## config.mk

```make
export PLATFORM = sky130hd
export DESIGN_NAME = design_chain_flat
export DESIGN_NICKNAME = d
export VERILOG_FILES = /design/src/rtl/design_chain_pkg.sv /design/src/rtl/design_chain_if.sv /design/src/rtl/design_chain_stage.sv /design/src/rtl/design_chain.sv /design/src/flat_wrapper.sv
export SDC_FILE = /design/constraint.sdc
export NUM_CORES = 1
export LEC_CHECK = 0
export CORE_ASPECT_RATIO = 0.8
export CORE_MARGIN = 2
export CORE_UTILIZATION = 42
export DETAILED_ROUTE_END_ITERATION = 8
export PLACE_DENSITY = 0.83
export SLEW_MARGIN = 20
export SYNTH_ARGS = -nofsm -noshare
export SYNTH_HDL_FRONTEND = slang
export SYNTH_HIERARCHICAL = 1
export SYNTH_SLANG_ARGS = --single-unit
export TNS_END_PERCENT = 30
```

## constraint.sdc

```tcl
create_clock -name clk -period 1.9 [get_ports clk]
set_clock_uncertainty 0.05 [all_clocks]
set_input_delay 0.38 -clock clk [delete_from_list [all_inputs] [get_ports clk]]
set_output_delay 0.38 -clock clk [all_outputs]
set_load 0.005 [all_outputs]
```

## src/rtl/design_chain_pkg.sv

```systemverilog
// design_chain_pkg: shared constants and helpers for the design_chain register chain.
//   DEFAULT_WIDTH      - default data word width
//   DEFAULT_NUM_STAGES - default number of chained register slices
//   occ_width()        - bit width needed to count 0..stages valid words
package design_chain_pkg;

  localparam int unsigned DEFAULT_WIDTH      = 32;
  localparam int unsigned DEFAULT_NUM_STAGES = 2;

  function automatic int unsigned occ_width(input int unsigned stages);
    return $clog2(stages + 1);
  endfunction

endpackage

```

## src/rtl/design_chain_if.sv

```systemverilog
// design_chain_if: input and output valid/ready streams of design_chain.
//   in_valid/in_data/in_ready    - producer side stream into the chain
//   out_valid/out_data/out_ready - consumer side stream out of the chain
//   modport master - environment side (drives in_*, out_ready)
//   modport slave  - chain side (drives in_ready, out_valid, out_data)
interface design_chain_if
  import design_chain_pkg::*;
#(
  parameter int unsigned WIDTH = DEFAULT_WIDTH
);

  logic             in_valid;
  logic [WIDTH-1:0] in_data;
  logic             in_ready;
  logic             out_valid;
  logic [WIDTH-1:0] out_data;
  logic             out_ready;

  modport master (
    output in_valid, in_data, out_ready,
    input  in_ready, out_valid, out_data
  );

  modport slave (
    input  in_valid, in_data, out_ready,
    output in_ready, out_valid, out_data
  );

endinterface

```

## src/rtl/design_chain_stage.sv

```systemverilog
// design_chain_stage: one register slice of the chain (data word + valid bit).
//   clk, rst_n        - clock, async active-low reset
//   flush             - synchronously drops the held word
//   up_valid/up_data  - word offered by the previous slice (or the chain input)
//   up_ready_c        - combinational: this slice takes a word this cycle
//   down_valid/data   - registered word held by this slice
//   down_ready        - next slice (or the consumer) takes the held word
module design_chain_stage
  import design_chain_pkg::*;
#(
  parameter int unsigned WIDTH = DEFAULT_WIDTH
) (
  input  logic             clk,
  input  logic             rst_n,
  input  logic             flush,
  input  logic             up_valid,
  input  logic [WIDTH-1:0] up_data,
  output logic             up_ready_c,
  output logic             down_valid,
  output logic [WIDTH-1:0] down_data,
  input  logic             down_ready
);

  logic             valid_q;
  logic [WIDTH-1:0] data_q;

  // Accept when empty or when the held word leaves this same cycle; flush blocks intake.
  assign up_ready_c = !flush && (!valid_q || down_ready);

  // Data only loads on a real transfer so a stalled word never changes.
  always_ff @(posedge clk or negedge rst_n) begin
    if (!rst_n) begin
      valid_q <= 1'b0;
      data_q  <= '0;
    end else if (flush) begin
      valid_q <= 1'b0;
    end else if (up_ready_c) begin
      valid_q <= up_valid;
      if (up_valid) begin
        data_q <= up_data;
      end
    end
  end

  assign down_valid = valid_q;
  assign down_data  = data_q;

endmodule

```

## src/rtl/design_chain.sv

```systemverilog
// design_chain: NUM_STAGES-deep valid/ready register chain with full throughput.
//   clk, rst_n - clock, async active-low reset
//   flush      - drops every held word at the next edge, blocks intake this cycle
//   bus        - design_chain_if.slave: in_valid/in_data/in_ready, out_valid/out_data/out_ready
//   occupancy  - number of valid slices; exists only with DESIGN_CHAIN_OCCUPANCY_EN defined
module design_chain
  import design_chain_pkg::*;
#(
  parameter int unsigned WIDTH      = DEFAULT_WIDTH,
  parameter int unsigned NUM_STAGES = DEFAULT_NUM_STAGES
) (
  input  logic                                 clk,
  input  logic                                 rst_n,
  input  logic                                 flush,
  design_chain_if.slave                        bus
`ifdef DESIGN_CHAIN_OCCUPANCY_EN
  ,
  output logic [occ_width(NUM_STAGES)-1:0]     occupancy
`endif
);

  logic [NUM_STAGES-1:0]            valid;
  logic [NUM_STAGES-1:0][WIDTH-1:0] data;

  // Slice k feeds slice k+1; ready ripples back from out_ready through per-slice signals.
  for (genvar k = 0; k < int'(NUM_STAGES); k++) begin : g_stage
    logic             up_valid;
    logic [WIDTH-1:0] up_data;
    logic             down_ready;
    logic             ready;

    if (k == 0) begin : g_first
      assign up_valid = bus.in_valid;
      assign up_data  = bus.in_data;
    end else begin : g_next
      assign up_valid = valid[k-1];
      assign up_data  = data[k-1];
    end

    if (k == int'(NUM_STAGES) - 1) begin : g_last
      assign down_ready = bus.out_ready;
    end else begin : g_mid
      assign down_ready = g_stage[k+1].ready;
    end

    design_chain_stage #(
      .WIDTH (WIDTH)
    ) u_stage (
      .clk        (clk),
      .rst_n      (rst_n),
      .flush      (flush),
      .up_valid   (up_valid),
      .up_data    (up_data),
      .up_ready_c (ready),
      .down_valid (valid[k]),
      .down_data  (data[k]),
      .down_ready (down_ready)
    );
  end

  assign bus.in_ready  = g_stage[0].ready;
  assign bus.out_valid = valid[NUM_STAGES-1];
  assign bus.out_data  = data[NUM_STAGES-1];

`ifdef DESIGN_CHAIN_OCCUPANCY_EN
  localparam int unsigned OCC_W = occ_width(NUM_STAGES);

  logic             push;
  logic             pop;
  logic [OCC_W-1:0] occ_q;

  assign push = bus.in_valid && bus.in_ready;
  assign pop  = bus.out_valid && bus.out_ready;

  // Internal slice-to-slice moves keep the count; only chain-boundary transfers change it.
  always_ff @(posedge clk or negedge rst_n) begin
    if (!rst_n) begin
      occ_q <= '0;
    end else if (flush) begin
      occ_q <= '0;
    end else begin
      occ_q <= occ_q + OCC_W'(push) - OCC_W'(pop);
    end
  end

  assign occupancy = occ_q;
`endif

endmodule

```

## src/flat_wrapper.sv

```systemverilog
// flat-port wrapper written by rule: the top's interface ports become plain ports
module design_chain_flat import design_chain_pkg::*;
#(
  parameter int unsigned WIDTH      = DEFAULT_WIDTH,
  parameter int unsigned NUM_STAGES = DEFAULT_NUM_STAGES
)
  (clk, rst_n, flush, bus_in_valid, bus_in_data, bus_out_ready, bus_in_ready, bus_out_valid, bus_out_data);
  design_chain_if #(.WIDTH(WIDTH)) bus_i ();
  input  logic clk;
  input  logic rst_n;
  input  logic flush;
  input wire logic [$bits(bus_i.in_valid)-1:0] bus_in_valid;
  input wire logic [$bits(bus_i.in_data)-1:0] bus_in_data;
  input wire logic [$bits(bus_i.out_ready)-1:0] bus_out_ready;
  output wire logic [$bits(bus_i.in_ready)-1:0] bus_in_ready;
  output wire logic [$bits(bus_i.out_valid)-1:0] bus_out_valid;
  output wire logic [$bits(bus_i.out_data)-1:0] bus_out_data;
  assign bus_i.in_valid = bus_in_valid;
  assign bus_i.in_data = bus_in_data;
  assign bus_i.out_ready = bus_out_ready;
  assign bus_in_ready = bus_i.in_ready;
  assign bus_out_valid = bus_i.out_valid;
  assign bus_out_data = bus_i.out_data;
  design_chain #(.WIDTH(WIDTH), .NUM_STAGES(NUM_STAGES)) u_core (.clk(clk), .rst_n(rst_n), .flush(flush), .bus(bus_i));
endmodule
```

==> results of run 1 <==
==> through the flow <==
stage	hold slack (ps)	setup slack (ps)	TNS [ps]	cell area, um2
after floorplan	34.4	198	0	2530
after global placement	286	-317	-14080	3350
after detailed placement	290	-326	-17180	3350
after CTS	447	86.6	0	3530
after global routing	465	26.1	0	3530
final	454	117	0	3530
==> flip-flops by register name, summed over array words and instances, names as in the netlist <==
name and flops:
u_core/g_stage.u_stage/down_data 64, u_core/g_stage.u_stage/down_valid 2
==> logic make-up after synthesis <==
group,count (synthesis),share of synthesized area
flip-flops,66,0.653
multiplexers,64,0.285
AND/OR/NAND/NOR,10,0.0347
buffers and inverters,6,0.0267
==> cell usage after synthesis (all sizes together) <==
cell type  count
dfrtp         66
mux2          64
buf            6
nor2           6
nor2b          2
nor3b          2
==> path summary, 6_finish.rpt <==
check | from | to | slack [ps] | cells after the start
hold / removal | u_core/g_stage[0].u_stage/down_data[21] | u_core/g_stage[0].u_stage/down_data[21] | 450 | 1
setup / recovery | u_core/g_stage[1].u_stage/down_valid | bus_in_ready | 120 | 5
min in group asynchronous | rst_n | u_core/g_stage[0].u_stage/down_data[26] | 470 | 2
hold reg to reg | u_core/g_stage[0].u_stage/down_data[21] | u_core/g_stage[0].u_stage/down_data[21] | 450 | 1
setup reg to reg | u_core/g_stage[1].u_stage/down_valid | u_core/g_stage[1].u_stage/down_data[26] | 210 | 5
max in group asynchronous | rst_n | u_core/g_stage[0].u_stage/down_data[3] | 740 | 3
==> power groups by stage <==
| stage | Clock (uW) | Combinational [uW] | Sequential (uW) |
|---|---|---|---|
| final | 985 | 1020 | 1930 |
| after global routing | 1080 | 1090 | 1990 |
| after CTS | 1020 | 1030 | 1940 |
| after detailed placement | 0 | 1030 | 1960 |
| after global placement | 0 | 1000 | 1950 |
| after floorplan | 0 | 373 | 1950 |
==> repair_timing <==
item | CTS | global route
hold buffers | 1 | 0
endpoints found under the hold margin | 17 | 0
resized for setup | 5 | 0
endpoints found under the setup margin | 1 | 0
==> final cells by class <==
cell class / count / area share
Timing Repair Buffer: 79 / 0.226
Clock inverter: 3 / 0.00425
Clock buffer: 13 / 0.0422
Sequential cell: 66 / 0.468
Tap cell: 81 / 0.0287
Multi-Input combinational cell: 74 / 0.231
==> routing by layer <==
layer	up-vias	wire (um)	share of wire	track usage
li1	678	-	-	-
met1	740	1930	0.42	0.179
met2	52	2320	0.50	0.255
met3	5	322	0.070	0.0759
met4	0	32	0.0070	0.0462
met5	-	0	0	0
==> critical path, cell delays in order, from the launching register on <==
cell	delay [ps]
dfrtp_1	340
nor2b_4	170
nor2_4	50
nor2b_4	150
nor2_1	50
dlygate4sd2_1	260
==> flow_summary.ini, run 1 <==
[job]
cap_viol_max_count = 0

[grt]
overflow = 0
gr-usage-all-layers = 0.154
first_global_vias = 1609
grt_pass1_wl_mm = 7.69
grt_antenna_before_repair = 0
grt_max_degree = 50

[power_and_ir_drop]
p_int_uw = 3000
fin_total_pwr_uw = 3930
p_switching_uw = 933
p_seq_frac = 0.492
irDropWorstVdd_uv = 465
p_leak_uw = 0.00148
swShare = 0.237
pwr_density_cell_nw_per_um2 = 1110
p_comb_frac = 0.258
clkPwrFrac = 0.250

[sta]
slew_headroom = 0.714
rsz0062_at_grt = false
worst_pin_slew_ps = 430
slew_viol_final = 0
finalHoldViolCount = 0
fin_crit_sh = 0.939
min_period_ps = 1780
fmax_ghz = 0.561
setup_viol = 0

[die]
fp.dieArea_um2 = 6660
num_rows = 25
die_h_um = 73.4
io_pins = 71
core_area_um2 = 5850
die_w_um = 90.7
start_util = 0.432

[detailed_routing]
post-route-drc-count = 0
wirelength_mm = 4.60
first_iter_violations = 31
firstDrtPassIters = 2
wl_per_cell_um = 14.6
antenna_left = 0
num_vias = 1475
drt-vias-per-instance = 4.67

[yosys]
syn_area_um2 = 2530
synth.net_count = 183
synth_area_leader_cell = dfrtp_1
synth.area.top_cells = dfrtp_1 (65%), mux2_2 (29%), buf_6 (2.7%)
yosysSeqAreaShare = 0.653
synth_warnings = 6
synth_cell_types = 6
synth_seq_cells = 66
synth_top_area_frac = 0.653
avgSynthCellArea_um2 = 17.3
synthCells = 146

[clock_network]
clk_path_buf_depth = 2
root_buffer = clkbuf_8
clock-sinks = 66
cts_buffers = 9
clk_latency_ps = 330
cts_tree = done
htreeDepth = 3
path_clk_slew_ps = 60
cts_setup_buffers = 0

[worst_setup_path]
end_kind = primary output
cp.arrival_ps = 1350
worstPathRequired_ps = 1470
critPathMaxFanout = 3
startpoint_type = register
critPathKind = reg2out

[placement]
port_buffers = 70
place.detailed.hpwl_mm = 3.24
placed_cells = 299
place.gp.congestion = 0.696

[outcome]
status = completed

[cells_and_area]
nNetsFinal = 267
multi_input_area_um2 = 816
fin_cells = 316
final_core_util = 0.604
fillers = 494
regArea_um2 = 1650
n_antenna_cell = 0
final_cell_mix = clkdlybuf4s50_1 (66), dfrtp_1 (66), mux2_2 (64), clkbuf_8 (10)
area.growth.synth_to_final_pct = 39.8
drive_gt1_frac = 0.387

[min_path]
hp-class = reg2reg
No activity file was read; power rests on OpenSTA's default activity.
==> run 2, diff against run 1 <==
--- a/config.mk
+++ b/config.mk
@@ -5,6 +5,7 @@
 export SDC_FILE = /design/constraint.sdc
 export NUM_CORES = 1
 export LEC_CHECK = 0
+export CAP_MARGIN = 20
 export CORE_ASPECT_RATIO = 0.8
 export CORE_MARGIN = 2
 export CORE_UTILIZATION = 42
==> results of run 2 <==
No change in the layout: final DEF, timing and power equal those of run 1.
==> run 3, diff against run 2 <==
--- a/config.mk
+++ b/config.mk
@@ -7,7 +7,7 @@
 export LEC_CHECK = 0
 export CAP_MARGIN = 20
 export CORE_ASPECT_RATIO = 0.8
-export CORE_MARGIN = 2
+export CORE_MARGIN = 3
 export CORE_UTILIZATION = 42
 export DETAILED_ROUTE_END_ITERATION = 8
 export PLACE_DENSITY = 0.83
==> flow_summary.ini, run 3 (same netlist as run 1, synthesis figures left out) <==
[outcome]
status = completed

[sta]
slew_viol_final = 0
slew_headroom = 0.772
hold_slack_ps = 3.80
fin_crit_sh = 0.941
min_period_ps = 1790
fmax_ghz = 0.559
finalHoldViolCount = 0
rsz0062_at_grt = false
worst_pin_slew_ps = 342
setup_viol = 0

[power_and_ir_drop]
irDropWorstVdd_uv = 841
p_leak_uw = 0.00148
pwr_density_cell_nw_per_um2 = 1180

[clock_network]
path_clk_slew_ps = 70
cts_tree = done
clock-sinks = 66
cts_setup_buffers = 0
clk_path_buf_depth = 2
clk_latency_ps = 340
cts_buffers = 9
htreeDepth = 3
root_buffer = clkbuf_8

[min_path]
hp-class = in2async

[grt]
grt_pass1_wl_mm = 7.91
gr-usage-all-layers = 0.152
grt_max_degree = 67
overflow = 0
first_global_vias = 1629
grt_antenna_before_repair = 0

[die]
die_h_um = 75.4
io_pins = 71
start_util = 0.448
die_w_um = 92.7
core_area_um2 = 5650
num_rows = 24
fp.dieArea_um2 = 6990

[cells_and_area]
fin_cells = 310
nNetsFinal = 264
n_antenna_cell = 0
largest_reg_flops = 64
final_cell_mix = clkdlybuf4s50_1 (66), dfrtp_1 (66), mux2_2 (64), clkbuf_8 (9), nor2_1 (5)
area.growth.synth_to_final_pct = 41.2
drive_gt1_frac = 0.397

[worst_setup_path]
startpoint = u_core/g_stage[1].u_stage/down_valid
critPathMaxFanout = 3
startpoint_type = register
critPathCapture = bus_in_ready
rr_startpoint = u_core/g_stage[1].u_stage/down_valid
worstPathRequired_ps = 1470
end_kind = primary output
reg2reg_slack_ps = 240
critPathKind = reg2out
rr_worst_depth = 6
reg2reg_to = u_core/g_stage[0].u_stage/down_data[28]
cp.arrival_ps = 1360

[detailed_routing]
antenna_left = 0
first_iter_violations = 21
num_vias = 1492
wirelength_mm = 4.79
wl_per_cell_um = 15.4
drt-vias-per-instance = 4.81
post-route-drc-count = 0
firstDrtPassIters = 3

[placement]
port_buffers = 70
place.detailed.hpwl_mm = 3.21
placed_cells = 294
place.gp.congestion = 0.698

[job]
cap_viol_max_count = 0
## run 3: cell types whose count changed in the layout (fill, tap and decap cells not counted), sizes merged
cell         previous run  this run
bufinv                  0         2
clkinvlp                0         2
clkbuf                 13         9
dlygate4sd3             1         0
buf                     9         7
## run 3: per-stage QoR
stage	setup slack, ps	utilization	TNS [ps]	total power, uW	cell area, um2
3_5_place_dp	-307	0.593	-15340	3000	3350
5_1_grt	14.2	0.632	0	4470	3570
2_1_floorplan	198	-	0	2320	2530
6_report	112	0.632	0	4220	3570
4_1_cts	75.1	0.632	0	4300	3570
3_3_place_gp	-281	0.593	-13920	2960	3350
## run 3: area by class of cell
cell class              instances  area (um2)
flip-flops and latches         66        1650
clock buffers                   9         124
fillers                       479        2080
repair buffers                 76         787
multi-input cells              74         816
clock inverters                 7        93.8
well taps                      78        97.6
## run 3: worst max-delay path: stages (launching register included)
cell	delay, ps
dfrtp_1	350
nor2b_4	170
nor2_4	50
nor2b_4	150
nor2_1	50
dlygate4sd2_1	250
## run 3: worst min path at each step
stage,start,endpoint,slack [ps]
finish,rst_n,u_core/g_stage[1].u_stage/down_data[23],4
detailed placement,rst_n,u_core/g_stage[1].u_stage/down_data[1],380
global placement,rst_n,u_core/g_stage[1].u_stage/down_data[1],370
floorplan,rst_n,u_core/g_stage[0].u_stage/down_data[0],30
CTS,rst_n,u_core/g_stage[1].u_stage/down_data[1],9
global route,rst_n,u_core/g_stage[1].u_stage/down_data[23],10
## run 3: repair_timing
| action | CTS | global route |
|---|---|---|
| endpoints found under the setup margin | 1 | 0 |
| hold buffers | 0 | 0 |
| resized for setup | 5 | 0 |
| endpoints found under the hold margin | 0 | 0 |
## run 3: layer usage
metal  routed length [um]  vias to the layer above  track usage
met5                    0                        -            0
met4                   64                        0       0.0537
met3                  428                        8       0.0731
met2                 2230                       56        0.240
met1                 2070                      752        0.185
li1                     -                      676            -
## run 3: report_power, final
part | internal (uW) | switching [uW] | leakage (uW) | total, uW
combinational | 738 | 279 | 0.000594 | 1020
clock | 735 | 532 | 0.000105 | 1270
sequential | 1760 | 184 | 0.000783 | 1940
total | 3230 | 994 | 0.00148 | 4220
